===== src/rtl/uart_pkg.sv =====
// Shared UART definitions: parity encodings, transmitter states, line level.
package uart_pkg;

  localparam logic [1:0] PAR_NONE = 2'd0;
  localparam logic [1:0] PAR_EVEN = 2'd1;
  localparam logic [1:0] PAR_ODD  = 2'd2;
  localparam logic [1:0] PAR_MARK = 2'd3;

  localparam logic LINE_IDLE = 1'b1;

  typedef enum logic [2:0] {
    IDLE   = 3'd0,
    START  = 3'd1,
    DATA   = 3'd2,
    PARITY = 3'd3,
    STOP   = 3'd4
  } tx_state_t;

  // Parity bit for a frame given the reduction-XOR of its data bits.
  function automatic logic parity_bit(input logic [1:0] mode, input logic data_xor);
    logic p;
    case (mode)
      PAR_EVEN: p = data_xor;
      PAR_ODD:  p = ~data_xor;
      default:  p = 1'b1;
    endcase
    return p;
  endfunction

endpackage


===== src/rtl/uart_tx_frame_if.sv =====
// Valid/ready word interface feeding the UART transmitter.
interface uart_tx_frame_if #(
  parameter int DATA_W = 8
) ();
  logic              tx_valid;
  logic              tx_ready;
  logic [DATA_W-1:0] tx_data;

  modport master (output tx_valid, output tx_data, input tx_ready);
  modport slave  (input tx_valid, input tx_data, output tx_ready);
endinterface


===== src/rtl/uart_bit_timer.sv =====
// Counts baud ticks and flags the tick that completes one bit period.
module uart_bit_timer #(
  parameter int OVERSAMPLE = 16
) (
  input  logic clk,
  input  logic rst_n,
  input  logic clear,
  input  logic baud_tick,
  output logic bit_end
);

  localparam int CNT_W = (OVERSAMPLE > 1) ? $clog2(OVERSAMPLE) : 1;
  localparam logic [CNT_W-1:0] CNT_LAST = CNT_W'(OVERSAMPLE - 1);

  logic [CNT_W-1:0] r_cnt;

  // A clear cycle never ends a bit, so a tick coincident with clear is dropped.
  assign bit_end = baud_tick & ~clear & (r_cnt == CNT_LAST);

  // Tick counter: wraps to 0 on the last tick of each bit period.
  always_ff @(posedge clk or negedge rst_n) begin
    if (!rst_n) begin
      r_cnt <= '0;
    end else if (clear) begin
      r_cnt <= '0;
    end else if (baud_tick) begin
      r_cnt <= (r_cnt == CNT_LAST) ? '0 : r_cnt + 1'b1;
    end
  end

endmodule


===== src/rtl/uart_tx_frame.sv =====
// UART transmitter: serialises one word per frame as start/data/parity/stop.
module uart_tx_frame
  import uart_pkg::*;
#(
  parameter int DATA_W     = 8,
  parameter int OVERSAMPLE = 16
) (
  input  logic             clk,
  input  logic             rst_n,
  input  logic             baud_tick,
  uart_tx_frame_if.slave   tx_if,
  input  logic [1:0]       parity_mode,
  input  logic             two_stop,
  output logic             txd,
  output logic             busy,
  output logic             tx_done
);

  localparam int IDX_W = $clog2(DATA_W);
  localparam logic [IDX_W-1:0] IDX_LAST = IDX_W'(DATA_W - 1);

  tx_state_t         r_state;
  tx_state_t         w_state_next;
  logic [IDX_W-1:0]  r_bit_idx;
  logic [IDX_W-1:0]  w_bit_idx_next;
  logic              r_stop_idx;
  logic              w_stop_idx_next;
  logic [DATA_W-1:0] r_shadow;
  logic [1:0]        r_par_mode;
  logic              r_two_stop;
  logic              r_txd;
  logic              w_txd_next;
  logic              r_tx_done;
  logic              w_done_next;
  logic              w_ready;
  logic              w_accept;
  logic              w_timer_clear;
  logic              w_bit_end;

  assign w_ready        = (r_state == IDLE);
  assign w_accept       = tx_if.tx_valid & w_ready;
  assign tx_if.tx_ready = w_ready;
  assign busy           = ~w_ready;
  assign txd            = r_txd;
  assign tx_done        = r_tx_done;

  // Timer is held at zero while idle, so counting starts the cycle after accept.
  assign w_timer_clear = (r_state == IDLE);

  uart_bit_timer #(
    .OVERSAMPLE (OVERSAMPLE)
  ) u_bit_timer (
    .clk       (clk),
    .rst_n     (rst_n),
    .clear     (w_timer_clear),
    .baud_tick (baud_tick),
    .bit_end   (w_bit_end)
  );

  // Next-state logic: advance one bit position per completed bit period.
  always_comb begin
    w_state_next    = r_state;
    w_bit_idx_next  = r_bit_idx;
    w_stop_idx_next = r_stop_idx;
    w_done_next     = 1'b0;
    case (r_state)
      IDLE: begin
        if (w_accept) begin
          w_state_next    = START;
          w_bit_idx_next  = '0;
          w_stop_idx_next = 1'b0;
        end
      end
      START: begin
        if (w_bit_end) w_state_next = DATA;
      end
      DATA: begin
        if (w_bit_end) begin
          if (r_bit_idx == IDX_LAST) begin
            w_state_next = (r_par_mode != PAR_NONE) ? PARITY : STOP;
          end else begin
            w_bit_idx_next = r_bit_idx + 1'b1;
          end
        end
      end
      PARITY: begin
        if (w_bit_end) w_state_next = STOP;
      end
      STOP: begin
        if (w_bit_end) begin
          if (r_two_stop && !r_stop_idx) begin
            w_stop_idx_next = 1'b1;
          end else begin
            w_state_next = IDLE;
            w_done_next  = 1'b1;
          end
        end
      end
      default: w_state_next = IDLE;
    endcase
  end

  // Line level for the upcoming state, registered so txd is glitch-free.
  always_comb begin
    w_txd_next = LINE_IDLE;
    case (w_state_next)
      START:   w_txd_next = 1'b0;
      DATA:    w_txd_next = r_shadow[w_bit_idx_next];
      PARITY:  w_txd_next = parity_bit(r_par_mode, ^r_shadow);
      default: w_txd_next = LINE_IDLE;
    endcase
  end

  // State, bit position, line and done-pulse registers.
  always_ff @(posedge clk or negedge rst_n) begin
    if (!rst_n) begin
      r_state    <= IDLE;
      r_bit_idx  <= '0;
      r_stop_idx <= 1'b0;
      r_txd      <= LINE_IDLE;
      r_tx_done  <= 1'b0;
    end else begin
      r_state    <= w_state_next;
      r_bit_idx  <= w_bit_idx_next;
      r_stop_idx <= w_stop_idx_next;
      r_txd      <= w_txd_next;
      r_tx_done  <= w_done_next;
    end
  end

  // Shadow copy of the word and its framing options, frozen for the whole frame.
  always_ff @(posedge clk or negedge rst_n) begin
    if (!rst_n) begin
      r_shadow   <= '0;
      r_par_mode <= PAR_NONE;
      r_two_stop <= 1'b0;
    end else if (w_accept) begin
      r_shadow   <= tx_if.tx_data;
      r_par_mode <= parity_mode;
      r_two_stop <= two_stop;
    end
  end

endmodule


===== src/flat_wrapper.sv =====
// flat-port wrapper written by rule: the top's interface ports become plain ports
module uart_tx_frame_flat import uart_pkg::*;
#(
  parameter int DATA_W     = 8,
  parameter int OVERSAMPLE = 16
)
  (clk, rst_n, baud_tick, parity_mode, two_stop, txd, busy, tx_done, tx_if_tx_valid, tx_if_tx_data, tx_if_tx_ready);
  uart_tx_frame_if #(.DATA_W(DATA_W)) tx_if_i ();
  input  logic clk;
  input  logic rst_n;
  input  logic baud_tick;
  input  logic [1:0] parity_mode;
  input  logic two_stop;
  output logic txd;
  output logic busy;
  output logic tx_done;
  input wire logic [$bits(tx_if_i.tx_valid)-1:0] tx_if_tx_valid;
  input wire logic [$bits(tx_if_i.tx_data)-1:0] tx_if_tx_data;
  output wire logic [$bits(tx_if_i.tx_ready)-1:0] tx_if_tx_ready;
  assign tx_if_i.tx_valid = tx_if_tx_valid;
  assign tx_if_i.tx_data = tx_if_tx_data;
  assign tx_if_tx_ready = tx_if_i.tx_ready;
  uart_tx_frame #(.DATA_W(DATA_W), .OVERSAMPLE(OVERSAMPLE)) u_core (.clk(clk), .rst_n(rst_n), .baud_tick(baud_tick), .tx_if(tx_if_i), .parity_mode(parity_mode), .two_stop(two_stop), .txd(txd), .busy(busy), .tx_done(tx_done));
endmodule

===== config.mk =====
export PLATFORM = sky130hd
export DESIGN_NAME = uart_tx_frame_flat
export DESIGN_NICKNAME = d
export VERILOG_FILES = /design/src/rtl/uart_pkg.sv /design/src/rtl/uart_tx_frame_if.sv /design/src/rtl/uart_bit_timer.sv /design/src/rtl/uart_tx_frame.sv /design/src/flat_wrapper.sv
export SDC_FILE = /design/constraint.sdc
export NUM_CORES = 1
export LEC_CHECK = 0
export ABC_AREA = 1
export BUFFER_PORTS_ARGS = -buffer_cell sky130_fd_sc_hd__buf_2
export CORE_UTILIZATION = 30
export CTS_BUF_LIST = sky130_fd_sc_hd__clkbuf_8
export DETAILED_ROUTE_END_ITERATION = 12
export GPL_TIMING_DRIVEN = 0
export HOLD_SLACK_MARGIN = 0.08
export PLACE_DENSITY_LB_ADDON = 0.08
export SYNTH_ARGS = -nofsm -noshare
export SYNTH_HDL_FRONTEND = slang
export SYNTH_HIERARCHICAL = 1
export SYNTH_SLANG_ARGS = --single-unit

===== constraint.sdc =====
create_clock -name clk -period 5.6 [get_ports clk]
set_clock_uncertainty 0.2 [all_clocks]
set_input_delay 0.56 -clock clk [delete_from_list [all_inputs] [get_ports clk]]
set_output_delay 0.56 -clock clk [all_outputs]
set_load 0.03 [all_outputs]

==> results of run 1 <==
==> metrics by stage <==
step	setup WS [ns]	area [um^2]	utilization, %	hold slack, ns
after floorplan	3.04	1500	-	0.0644
after global placement	3.05	1670	35.2	0.275
after detailed placement	3.00	1670	35.2	0.277
after CTS	2.97	1720	36.1	0.0898
after global routing	2.72	1720	36.1	0.113
final	3.03	1720	36.1	0.0746
==> registers in the layout (all words and copies together), names as in the netlist <==
| register | flops |
|---|---|
| u_core/r_shadow | 8 |
| u_core/tx_done | 1 |
| u_core/u_bit_timer/r_cnt | 4 |
| u_core/r_state | 3 |
| u_core/r_bit_idx | 3 |
| u_core/txd | 1 |
| u_core/r_par_mode | 2 |
| u_core/r_stop_idx | 1 |
| u_core/r_two_stop | 1 |
==> power by group <==
group / internal, uW / switching [uW]
sequential: 238 / 57.1
clock: 49.0 / 57.0
combinational: 147 / 221
total: 434 / 335
==> cell families (layout without fill, tap and decap cells) <==
group	Yosys count	after routing	synth area share (%)
AOI/OAI and AO/OA	18	18	7.35
xor gates and xnor gates	5	5	2.92
adders and majority gates	5	5	4.17
buffers and inverters	33	55	8.60
DFF	24	24	40.2
and+or+nand+nor	99	99	36.8
==> final cells by class <==
| type | count | area [um^2] |
|---|---|---|
| repair buffers | 18 | 90.1 |
| clock buffers | 3 | 41.3 |
| clock inverters | 1 | 3.75 |
| inverters | 31 | 119 |
| well taps | 67 | 83.8 |
| multi-input cells | 127 | 768 |
| fillers | 529 | 3040 |
| plain buffers | 2 | 10.0 |
| flip-flops and latches | 24 | 602 |
==> final timing paths <==
| kind | from | endpoint | slack [ns] | depth (start not counted) |
|---|---|---|---|---|
| max in group asynchronous | rst_n | u_core/txd | 4.75 | 1 |
| hold / removal | rst_n | u_core/u_bit_timer/r_cnt[1] | 0.07 | 1 |
| hold reg to reg | u_core/r_two_stop | u_core/r_two_stop | 0.29 | 2 |
| setup reg to reg | u_core/r_state[0] | u_core/txd | 3.03 | 10 |
| setup / recovery | u_core/r_state[0] | u_core/txd | 3.03 | 10 |
| min in group clk | u_core/r_two_stop | u_core/r_two_stop | 0.29 | 2 |
==> layout by cell type, fill, tap and decap left out, types with 2 or more instances in the layout <==
cell type / Yosys / layout
nand2_1: 50 / 50
inv_1: 26 / 27
dfrtp_1: 23 / 23
buf_2: 2 / 20
nand3_1: 13 / 13
o21ai_0: 10 / 10
nand3_2: 9 / 9
nor2_1: 6 / 6
nand2_2: 5 / 5
ha_1: 5 / 5
clkbuf_8: 0 / 3
nor2_2: 3 / 3
nand4_1: 3 / 3
inv_2: 3 / 3
nand2_4: 3 / 3
o21ai_1: 3 / 3
xnor2_1: 3 / 3
nand3_4: 2 / 2
xor2_1: 2 / 2
==> Yosys cell counts, types with 3 or more instances <==
cell type	count	area, um^2
inv_1	26	97.6
xnor2_1	3	26.3
nand4_1	3	18.8
nor2_1	6	22.5
o21ai_0	10	50.1
o21ai_1	3	15.0
nand2_4	3	33.8
nand3_1	13	65.1
dfrtp_1	23	576
inv_2	3	11.3
nand2_2	5	31.3
nand2_1	50	188
nand3_2	9	90.1
ha_1	5	62.6
nor2_2	3	18.8
==> per-layer routing <==
layer	GRT usage [%]	part of all wire, %
met5	0	0
met4	4.58	0.81
met3	2.07	3.4
met2	23.8	49
met1	16.2	46
==> impl_summary.md, run 1 <==
CTS
The maximum level of the CTS H-tree is 1. The clock latency on the worst-skew pair is 0.27 ns. The clock tree buffer depth is 2. TritonCTS created 3 clock buffers. The number of clock sinks is 24. The buffers inserted during post-CTS setup optimization is 0. After clock tree synthesis, the clock-pin slew on the worst setup and hold paths is 0.09 ns.

The buffer cell driving the clock tree root is clkbuf_8. After clock tree synthesis, the repair step resized 0 gates. Hold repair after CTS inserted 0 buffers. The TritonCTS clock tree is built.

Critical path
The slowest stage cell on the critical path is nor3_1. The signal on the critical path passes through nor2_2 > nand2_1 > inv_1 > nor3_1 > nand2_1 > nor2_2 > nand2_2 > o211ai_2 > or2_1 > nand3_2. The classification of the worst setup path is reg -> reg. The largest fanout on the critical path is 7. In this design, the largest share of critical-path delay is due to simple AND/OR/NAND/NOR gates. The total buffers and inverters traversed by the critical path is 1. The data arrival time of the critical path is 2.57 ns. The startpoint type of the worst setup path is a flop. Data on the critical path is required at its endpoint by 5.60 ns. The endpoint class of the critical path is a flop.

In this design, the stage delay of the slowest critical-path cell is 0.67 ns.

Synth
The net count after synthesis is just over 200. The synthesized area divided by synthesized cell count is 8.15 um^2. In this run, synthesis produced a sequential element count of 24. Synthesis handed over a netlist of roughly 180 instances. Among all flip-flop cells after synthesis, the most frequent one is dfrtp_1. The synthesized design contains 0 enable-type register cells. After synthesis the cells add up to 0.00150 mm^2. The register area share after synthesis is between 40% and 50%. The count of warnings emitted by yosys is 6.

The unique cell type count in the Yosys netlist is 31. After synthesis, the share of flip-flops with an asynchronous set or reset is 100%.

Outcome
The run finished with clean final reports.

Global route
The number of antenna violations at the first check in global routing is 0. The overall track demand over capacity in global routing is 13.3%. After global routing the overflow that remains totals 0. The wire length of the first global-routing pass is 5380 um. Entering global routing, the biggest net connects 25 pins. The via count of the first global-routing pass is between 1k and 1.5k.

Pwr
The leakage power is 0.000877 uW. The overall power after layout is 769 uW. Dividing total power by cell area gives a power density of approximately 450 mW/mm^2. Across the VDD grid, the largest voltage drop is 0.185 mV.

Floorplanning
The core region area is 0.00475 mm^2. The floorplan has 25 rows. The I/O pin total is 19. Once the floorplan was initialized, standard cells occupied 31.5% of the core. The area enclosed by the die boundary is 0.00528 mm^2.

The die width is 72.7 um. The die span in y is approximately 73 um.

STA
The transition at the pin with the smallest max-transition slack is 0.779 ns. The number of failing hold endpoints at the final stage was 0. The number of max-slew violations in the final report is 0.

The worst path in the final design needs a cycle of roughly 2.6 ns, including I/O delays and setup. The total negative slack for setup checks is 0 ns. The count of final setup violators is 0. The highest clock frequency the design can meet is 389 MHz. The worst slew margin relative to its limit is 47.7%. Setup repair after global routing left no endpoint under its margin. The final period utilization is a little under half.

Run
Across the run, the number of max-cap violations was 0.

Routing
The routed layout has 1,237 vias. Dividing the detail-routed via count by the number of cells gives 4.53. The number of nets still failing antenna checks after routing is 0. Summed over all layers, the routed wires come to 3090 um. In this run, the number of DRC markers left after iteration 0 of detailed routing was 35. After detailed routing, the average wire length per cell comes to 11.3 um. In the routed design, unresolved DRC markers number 0.

The first detailed-routing pass took 4 iterations.

Placed design
In this run the tool buffered the top-level ports with 18 buffer cells. The global placer's final weighted congestion is 0.716. The HPWL reported at the end of detailed placement is between 2000 and 2500 um. The number of placed instances, taps included, is between 200 and 300.

Finish
The final layout contains about 230 nets. Cells with a size suffix above 1 make up 25.7% of the layout. The area growth from synthesis to layout is 14.6%. The non-filler instance count after layout is 273. The number of antenna cells inserted is 0.

Hold path
The worst hold-check path type is in -> async.
Note: power is estimated with default switching activity, not from simulation.
==> inputs of run 2 (changes only) <==
ABC_AREA = 0   (was 1)
clock period = 2.35 ns   (was 5.6 ns; I/O delays follow)
==> impl_summary.md, run 2 <==
STA
The number of failing hold endpoints at the final stage came to 0. Setup repair after global routing could not meet its margin everywhere. The count of final setup violators is 1.

The worst pin sits at a relative slew slack of 63.3%. The minimum clock period is 2.49 ns. The final worst hold slack is 0.0932 ns. The final period utilization is 106%. The transition at the pin with the smallest max-transition slack is 0.550 ns. The minimum setup slack in the final design is -0.140 ns.

Based on the critical path, the design can be clocked at up to 402 MHz. The number of max-slew violations in the final report came to 0.

Critical path
The total buffers and inverters traversed by the critical path is 2. The data arrival time of the critical path is 2.48 ns. The startpoint identified for the worst register-to-register timing path is u_core/r_state[1].

The terminus of the critical flop-to-flop path is u_core/txd. The dominant delay contributor by cell family on the critical path is simple AND/OR/NAND/NOR gates. The slowest stage cell on the critical path is dfrtp_2.

The critical path in this run is classified as reg -> reg. The register-to-register setup slack is -0.14 ns. For this run, the slowest stage of the critical path takes 0.45 ns. The signal on the critical path passes through or3_4 > inv_8 > nor3_4 > and4bb_2 > nand2_4 > buf_4 > xnor2_1 > mux4_2 > nor4_2 > a211oi_2.

The path depth of the worst reg2reg path is 10. The data required time at the worst endpoint is 2.34 ns. STA classifies the critical path endpoint as a flop. The largest fanout on the critical path is 7. The worst setup path is launched from a flop. Counting buffers and inverters, the worst setup path is 10 cells deep.

Finish
The repair_antennas step left the layout with diodes totalling 0. The library cells used most frequently in the layout, excluding fill and tap cells, are nand2_1, dfrtp_1, buf_2, dlygate4sd3_1, buf_4. The area used by multi-input combinational logic is 693 um^2.

Compared with the post-synthesis result, the final layout area differs by 33.7%. In the final layout, flip-flops and latches occupy 606 um^2. With fillers left out, the area of the finished cells amounts to 0.00174 mm^2. The number of flip-flops under the largest register name is 8. The net count of the finished layout is between 150 and 200.

The leading cell type in the layout, fill and taps excluded is nand2_1. Fill cells in the final layout number 417. The register ranked first by flip-flop count is u_core/r_shadow. The non-filler instance count after layout is 226. The largest registers in the layout are u_core/r_shadow x8, u_core/u_bit_timer/r_cnt x4.

The share of final-layout standard cells stronger than drive strength 1 is 31.3%.

CTS
CTS built an H-tree with a depth of 1. The clock tree buffer depth is 2. The number of CTS-inserted buffers is 3. The clock latency on the worst-skew pair is 0.27 ns. The buffer cell driving the clock tree root is clkbuf_8. For this design, the sink count on the clock tree is 24. After clock tree synthesis, the clock-pin slew on the worst setup and hold paths is around 0.090 ns. The TritonCTS clock tree is built.

Routing
For this run, design rule violations remaining after detail routing come to 0. The count of nets left with antenna violations once routing finished came out at 0. Dividing the detail-routed wire length by the instance count gives between 10 and 15 um. The wire length on met2 is 1270 um. The routed via count divided by cell count is 4.55. The first detailed-routing pass ran for 4 iterations. Detailed routing placed a total of 59 um of wire on met3. The routed metal-1 wire length is 1340 um. The highest routed metal layer is met4. The routed via count is 1,028. The routed design has around 2700 um of wire. The detailed router's first-iteration violation count is 32.

Synth
The synthesized area divided by synthesized cell count is 9.85 um^2. The fraction of registers with async set or reset after synthesis is 100%. After synthesis, the cell types taking the most area are dfrtp_1, nand2_1, xnor2_1. For this run, the register share of the synthesized area comes to 46.3%. In the synthesized netlist, the cells that appear most often are nand2_1, dfrtp_1, nor2_1, o21ai_0, xnor2_1. Yosys printed 6 warnings. Of the post-synthesis cell area, the dominant cell type holds 44.3%. The most instantiated flip-flop cell in the synthesis netlist is dfrtp_1. The unique cell type count in the Yosys netlist is 34. The most common cell in the synthesized netlist is nand2_1. The flop and latch count out of synthesis is 24.

The largest total area in the synthesized netlist belongs to dfrtp_1. Synthesis produced a netlist with a net count of around 150. The gate count of the mapped netlist is 132. The synthesized netlist occupies a cell area of ~0.0013 mm^2. The synthesized design contains 0 enable-type register cells.

Pwr
The overall power after layout is 1860 uW. Summed over all cells, the static leakage comes to about 0.00079 uW. The worst ir drop on vdd is 0.500 mV. The power density over the cells is roughly 1100 mW/mm^2.

Global route
For this run, the total global-route usage over all layers was measured as 13.1%. After global routing the overflow that remains totals 0. The via count of the first global-routing pass is 1,048. The wire length of the first global-routing pass is between 4000 and 5000 um.

Entering global routing, the biggest net connects 25 pins. The number of antenna violations at the first check in global routing is 0.

Floorplanning
The core region area is 0.00409 mm^2. The die span in y is 67.8 um. For this design the top-level I/O count stands at 19. The initialized floorplan defines 23 standard-cell rows. The die width is 67.8 um. The initial core utilization is 31.8%.

The area enclosed by the die boundary is 0.00460 mm^2.

Placed design
The cell area reported after detailed placement is 0.00149 mm^2. The global placer's final weighted congestion is 0.691. The number of port buffers is 18. Including well taps, the total number of placed cells is 200. Detailed placement ended at an HPWL of 1860 um.

Hold path
For hold timing, the worst endpoint is u_core/u_bit_timer/r_cnt[0]. The origin of the worst min-delay path is baud_tick. The worst hold-check path type is in -> reg. The cell count of the worst hold path is 3.

Outcome
The checks that failed: setup timing. The flow ran to the end, but the final reports show violations.

Run
Max-cap violations in this run came to 0.
[run 2: changes by cell type after synthesis, moves of 4 or more]
cell / previous run / this run
inv_1: 26 / 4
nand3_2: 9 / 0
nand3_1: 13 / 2
a21oi_1: 0 / 6
mux2i_1: 0 / 6
nand2_2: 5 / 1
xnor2_1: 3 / 8
nand2_1: 50 / 30
[run 2: worst max path at each step]
stage / to / startpoint / slack (ns)
2_1_floorplan: u_core/txd / u_core/r_state[1] / -0.11
3_3_place_gp: u_core/txd / u_core/u_bit_timer/r_cnt[0] / -0.29
3_5_place_dp: u_core/txd / u_core/u_bit_timer/r_cnt[0] / -0.32
4_1_cts: u_core/txd / u_core/r_state[1] / -0.17
5_1_grt: u_core/txd / u_core/u_bit_timer/r_cnt[1] / -0.24
6_report: u_core/txd / u_core/r_state[1] / -0.14
[run 2: cell type report]
| type | instances | area share, % |
|---|---|---|
| inverters | 5 | 1.51 |
| clock inverters | 1 | 0.216 |
| well taps | 50 | 3.60 |
| multi-input cells | 100 | 39.9 |
| clock buffers | 3 | 2.38 |
| plain buffers | 3 | 1.15 |
| repair buffers | 40 | 16.4 |
| flip-flops and latches | 24 | 34.8 |
[run 2: through the flow]
step | worst slack, ns | TNS (ns) | util (%)
after floorplan | -0.109 | -0.109 | -
after global placement | -0.289 | -0.289 | 36.4
after detailed placement | -0.318 | -0.318 | 36.4
after CTS | -0.166 | -0.166 | 41.4
after global routing | -0.236 | -0.236 | 42.5
final | -0.140 | -0.140 | 42.5
[run 2: what timing repair did]
| item | CTS | global route |
|---|---|---|
| setup endpoints to repair | 1 | 1 |
| resized for setup | 1 | 4 |
| hold endpoints to repair | 34 | 0 |
| hold buffers | 12 | 0 |
| pin swaps | 4 | 3 |
| setup buffers | 5 | 5 |
[run 2: kinds of logic (layout without fill, tap and decap cells)]
kind of cell / count (synthesis) / after routing / synth area share, %
AOI/OAI and AO/OA: 19 / 19 / 7.99
buffers and inverters: 8 / 52 / 2.98
muxes: 11 / 11 / 10.7
DFF: 24 / 24 / 46.3
xor gates and xnor gates: 9 / 9 / 6.06
and+or+nand+nor: 56 / 56 / 21.2
adders and majority gates: 5 / 5 / 4.81
[run 2: worst register-to-register path, cell delays in order, from the launching register on]
cell	delay [ns]
dfrtp_2	0.45
or3_4	0.44
inv_8	0.08
nor3_4	0.04
and4bb_2	0.27
nand2_4	0.10
buf_4	0.11
xnor2_1	0.12
mux4_2	0.34
nor4_2	0.18
a211oi_2	0.07
[run 2: per-layer routing]
layer / track usage, % / up-vias
li1: - / 530
met5: 0 / -
met1: 17.3 / 482
met4: 4.69 / 0
met3: 2.50 / 2
met2: 21.3 / 14
[run 2: power by group]
group	internal (uW)	switching [uW]	total (uW)
registers	563	128	691
clock network	117	135	252
logic	467	453	920
total	1150	716	1860
==> inputs of run 3 (changes only) <==
ABC_AREA = 1   (was 0)
==> impl_summary.md, run 3 (synthesis results as in run 1) <==
Critical path
In this design, the stage delay of the slowest critical-path cell is 0.42 ns. The library cell appearing most often on the critical path is nand3_2. Counting cells, the worst reg-to-reg path comes to 9. Together, buffers and inverters on the worst path number 0. The logic depth of the worst setup path including buffers is 9.

The critical path is of the reg -> reg type. The largest fanout on the critical path is 5. The data required time at the worst endpoint is 2.35 ns.

The worst setup path is captured at a flop. For the worst setup path, the data arrival time is 2.08 ns. The dominant delay contributor by cell family on the critical path is simple AND/OR/NAND/NOR gates. The startpoint type of the worst setup path is a flop. The critical path goes through ha_1 > nand3_2 > nor3_4 > nand2_1 > nor2_2 > nand2_2 > o211ai_2 > or2_1 > nand3_2. The slowest stage of the critical path belongs to the cell dfrtp_1.

STA
The minimum clock period is 2.08 ns. The final period utilization is 88.7%. The minimum setup slack in the final design is between 0.2 and 0.3 ns. The number of max-slew violations in the final report is 0. Setup repair after global routing left no endpoint under its margin.

At the pin with the least slew margin, the transition time is 0.553 ns. The worst slew margin relative to its limit is 63.1%. Setup violations remaining at the end of the flow were counted as 0. The number of failing hold endpoints at the final stage is 0. The highest clock frequency the design can meet is between 400 and 500 MHz. The total negative slack for setup checks is 0 ns.

CTS
The TritonCTS clock tree is built. The buffer cell driving the clock tree root is clkbuf_8. Clock-pin slew was measured on the worst setup and hold paths at around 0.09 ns.

In this run, CTS created clock tree buffers numbering 3. CTS built an H-tree with a depth of 1. The clock latency on the worst-skew pair is 0.27 ns. The number of clock sinks is 24. The longest clock path from root to sink contains 2 buffers.

Finish
Across the whole layout, storage elements account for 602 um^2. The number of flip-flops under the largest register name is 8. The library cell used most frequently in the layout, excluding fill and tap cells, is nand2_1. The filler cells instantiated in the layout total 491. The register ranked first by flip-flop count is u_core/r_shadow. Once layout is complete, the utilization of the core stands at 39.4%. Once layout is complete, the cells apart from fillers number 287.

The largest registers in the layout are u_core/r_shadow x8, u_core/u_bit_timer/r_cnt x4. The area growth from synthesis to layout is 25.0%. In the layout the commonest cells are nand2_1, inv_1, dfrtp_1, buf_2. The area used by multi-input combinational logic is 782 um^2. The number of antenna cells inserted is 0. After the last flow step, the layout net total stands at 241. The post-route netlist has 25.9% of its cells at a drive strength greater than 1.

Placed design
Detailed placement finished with a half-perimeter wire length of 2320 um. After detailed placement, the design holds a cell count of between 200 and 300. OpenSTA, run right after detailed placement, puts the worst setup slack at 0.113 ns. Routability-driven placement finished with a final weighted congestion of 0.762. The number of port buffers is 18.

Routing
In this run, the number of DRC markers left after iteration 0 of detailed routing was 40. After detailed routing, the average wire length per cell comes to 10.8 um. The final wirelength is between 3000 and 4000 um. In the routed layout, each cell is associated on average with a via count of 4.39.

The routed layout has 1,261 vias. The number of nets still failing antenna checks after routing is 0. For this run, design rule violations remaining after detail routing come to 0.

For this run, the detailed router's first-pass iteration total came to 4.

Global route
The wire length of the first global-routing pass is approximately 5500 um. Across every metal layer, demand over resource in global routing totals 13.4%. The via count of the first global-routing pass was 1,300. The largest net degree at the start of global routing is 25. The number of antenna violations at the first check in global routing is 0.

Global routing finished with a remaining overflow of 0.

Pwr
The power density over the cells is roughly 980 mW/mm^2. The worst-case IR drop observed on VDD is 0.384 mV. Total power for the finished layout comes to between 1500 and 2000 uW.

The leakage power is 0.000930 uW.

Hold path
The cell count of the worst hold path is 4. The min-delay analysis places its worst path in the category in -> reg.

Outcome
The run finished with clean final reports.

Floorplanning
The area enclosed by the die boundary is 0.00528 mm^2. From left edge to right edge, the die measures between 70 and 80 um. The floorplan step set the die height to 72.7 um. The initial core utilization is a little under a third. 19 I/O pins were placed. The total area inside the core boundary comes to 0.00475 mm^2. After floorplanning, the core was divided into 25 placement rows.

Run
Across the run, the number of max-cap violations was 0.
==> run 3: cell types whose count changed in the layout (fill, tap and decap cells not counted), moves of 6 or more <==
cell and delta:
buf_4 -9, nand3_2 +9, nand3_1 +11, nand2_1 +20
mux2i_1 -6, inv_1 +21
==> run 3: worst paths after layout <==
kind                                             startpoint                           to  slack [ns]
worst max-delay path            u_core/u_bit_timer/r_cnt[0]                   u_core/txd        0.27
worst min-delay path                         tx_if_tx_valid            u_core/r_two_stop        0.17
max in group asynchronous                             rst_n                   u_core/txd        1.29
min in group asynchronous                             rst_n  u_core/u_bit_timer/r_cnt[1]        0.28
worst max register to register  u_core/u_bit_timer/r_cnt[0]                   u_core/txd        0.27
worst min register to register            u_core/r_two_stop            u_core/r_two_stop        0.30
==> run 3: per-layer routing <==
metal | up-vias | part of all wire (%) | wire length [um] | GRT usage [%]
li1 | 658 | - | - | -
met1 | 581 | 47 | 1450 | 15.4
met2 | 20 | 49 | 1520 | 24.5
met3 | 2 | 3.0 | 92 | 2.35
met4 | 0 | 0.81 | 25 | 5.45
met5 | - | 0 | 0 | 0
==> run 3: area by class of cell <==
| cell class | instances | share of cell area, % |
|---|---|---|
| multi-input combinational | 127 | 41.8 |
| sequential | 24 | 32.1 |
| timing repair buffer | 32 | 12.2 |
| inverter | 31 | 6.55 |
| tap | 67 | 4.48 |
| clock buffer | 3 | 2.20 |
| buffer | 2 | 0.534 |
| clock inverter | 1 | 0.200 |
==> run 3: stage by stage <==
stage	hold slack, ns	cell area (um^2)
detailed placement	0.0717	1690
CTS	0.158	1870
finish	0.167	1870
floorplan	-0.261	1520
global placement	0.0609	1690
global route	0.174	1870
==> run 3: worst min-delay path, stage by stage <==
cell and delay, ns:
buf_2 0.12, nand3_4 0.13, nand2_1 0.06, nand2_1 0.05
==> run 3: what timing repair did <==
action / 4_1_cts / 5_1_grt
gates resized for setup: 0 / 0
endpoints found under the setup margin: 0 / 1
hold buffers: 13 / 0
buffers inserted: 0 / 1
hold endpoints to repair: 37 / 0
==> run 3: where the power goes <==
part / switching, uW / internal, uW / leakage (uW)
Combinational: 520 / 365 / 0.000601
Sequential: 132 / 567 / 0.000302
Clock: 133 / 117 / 0.0000269
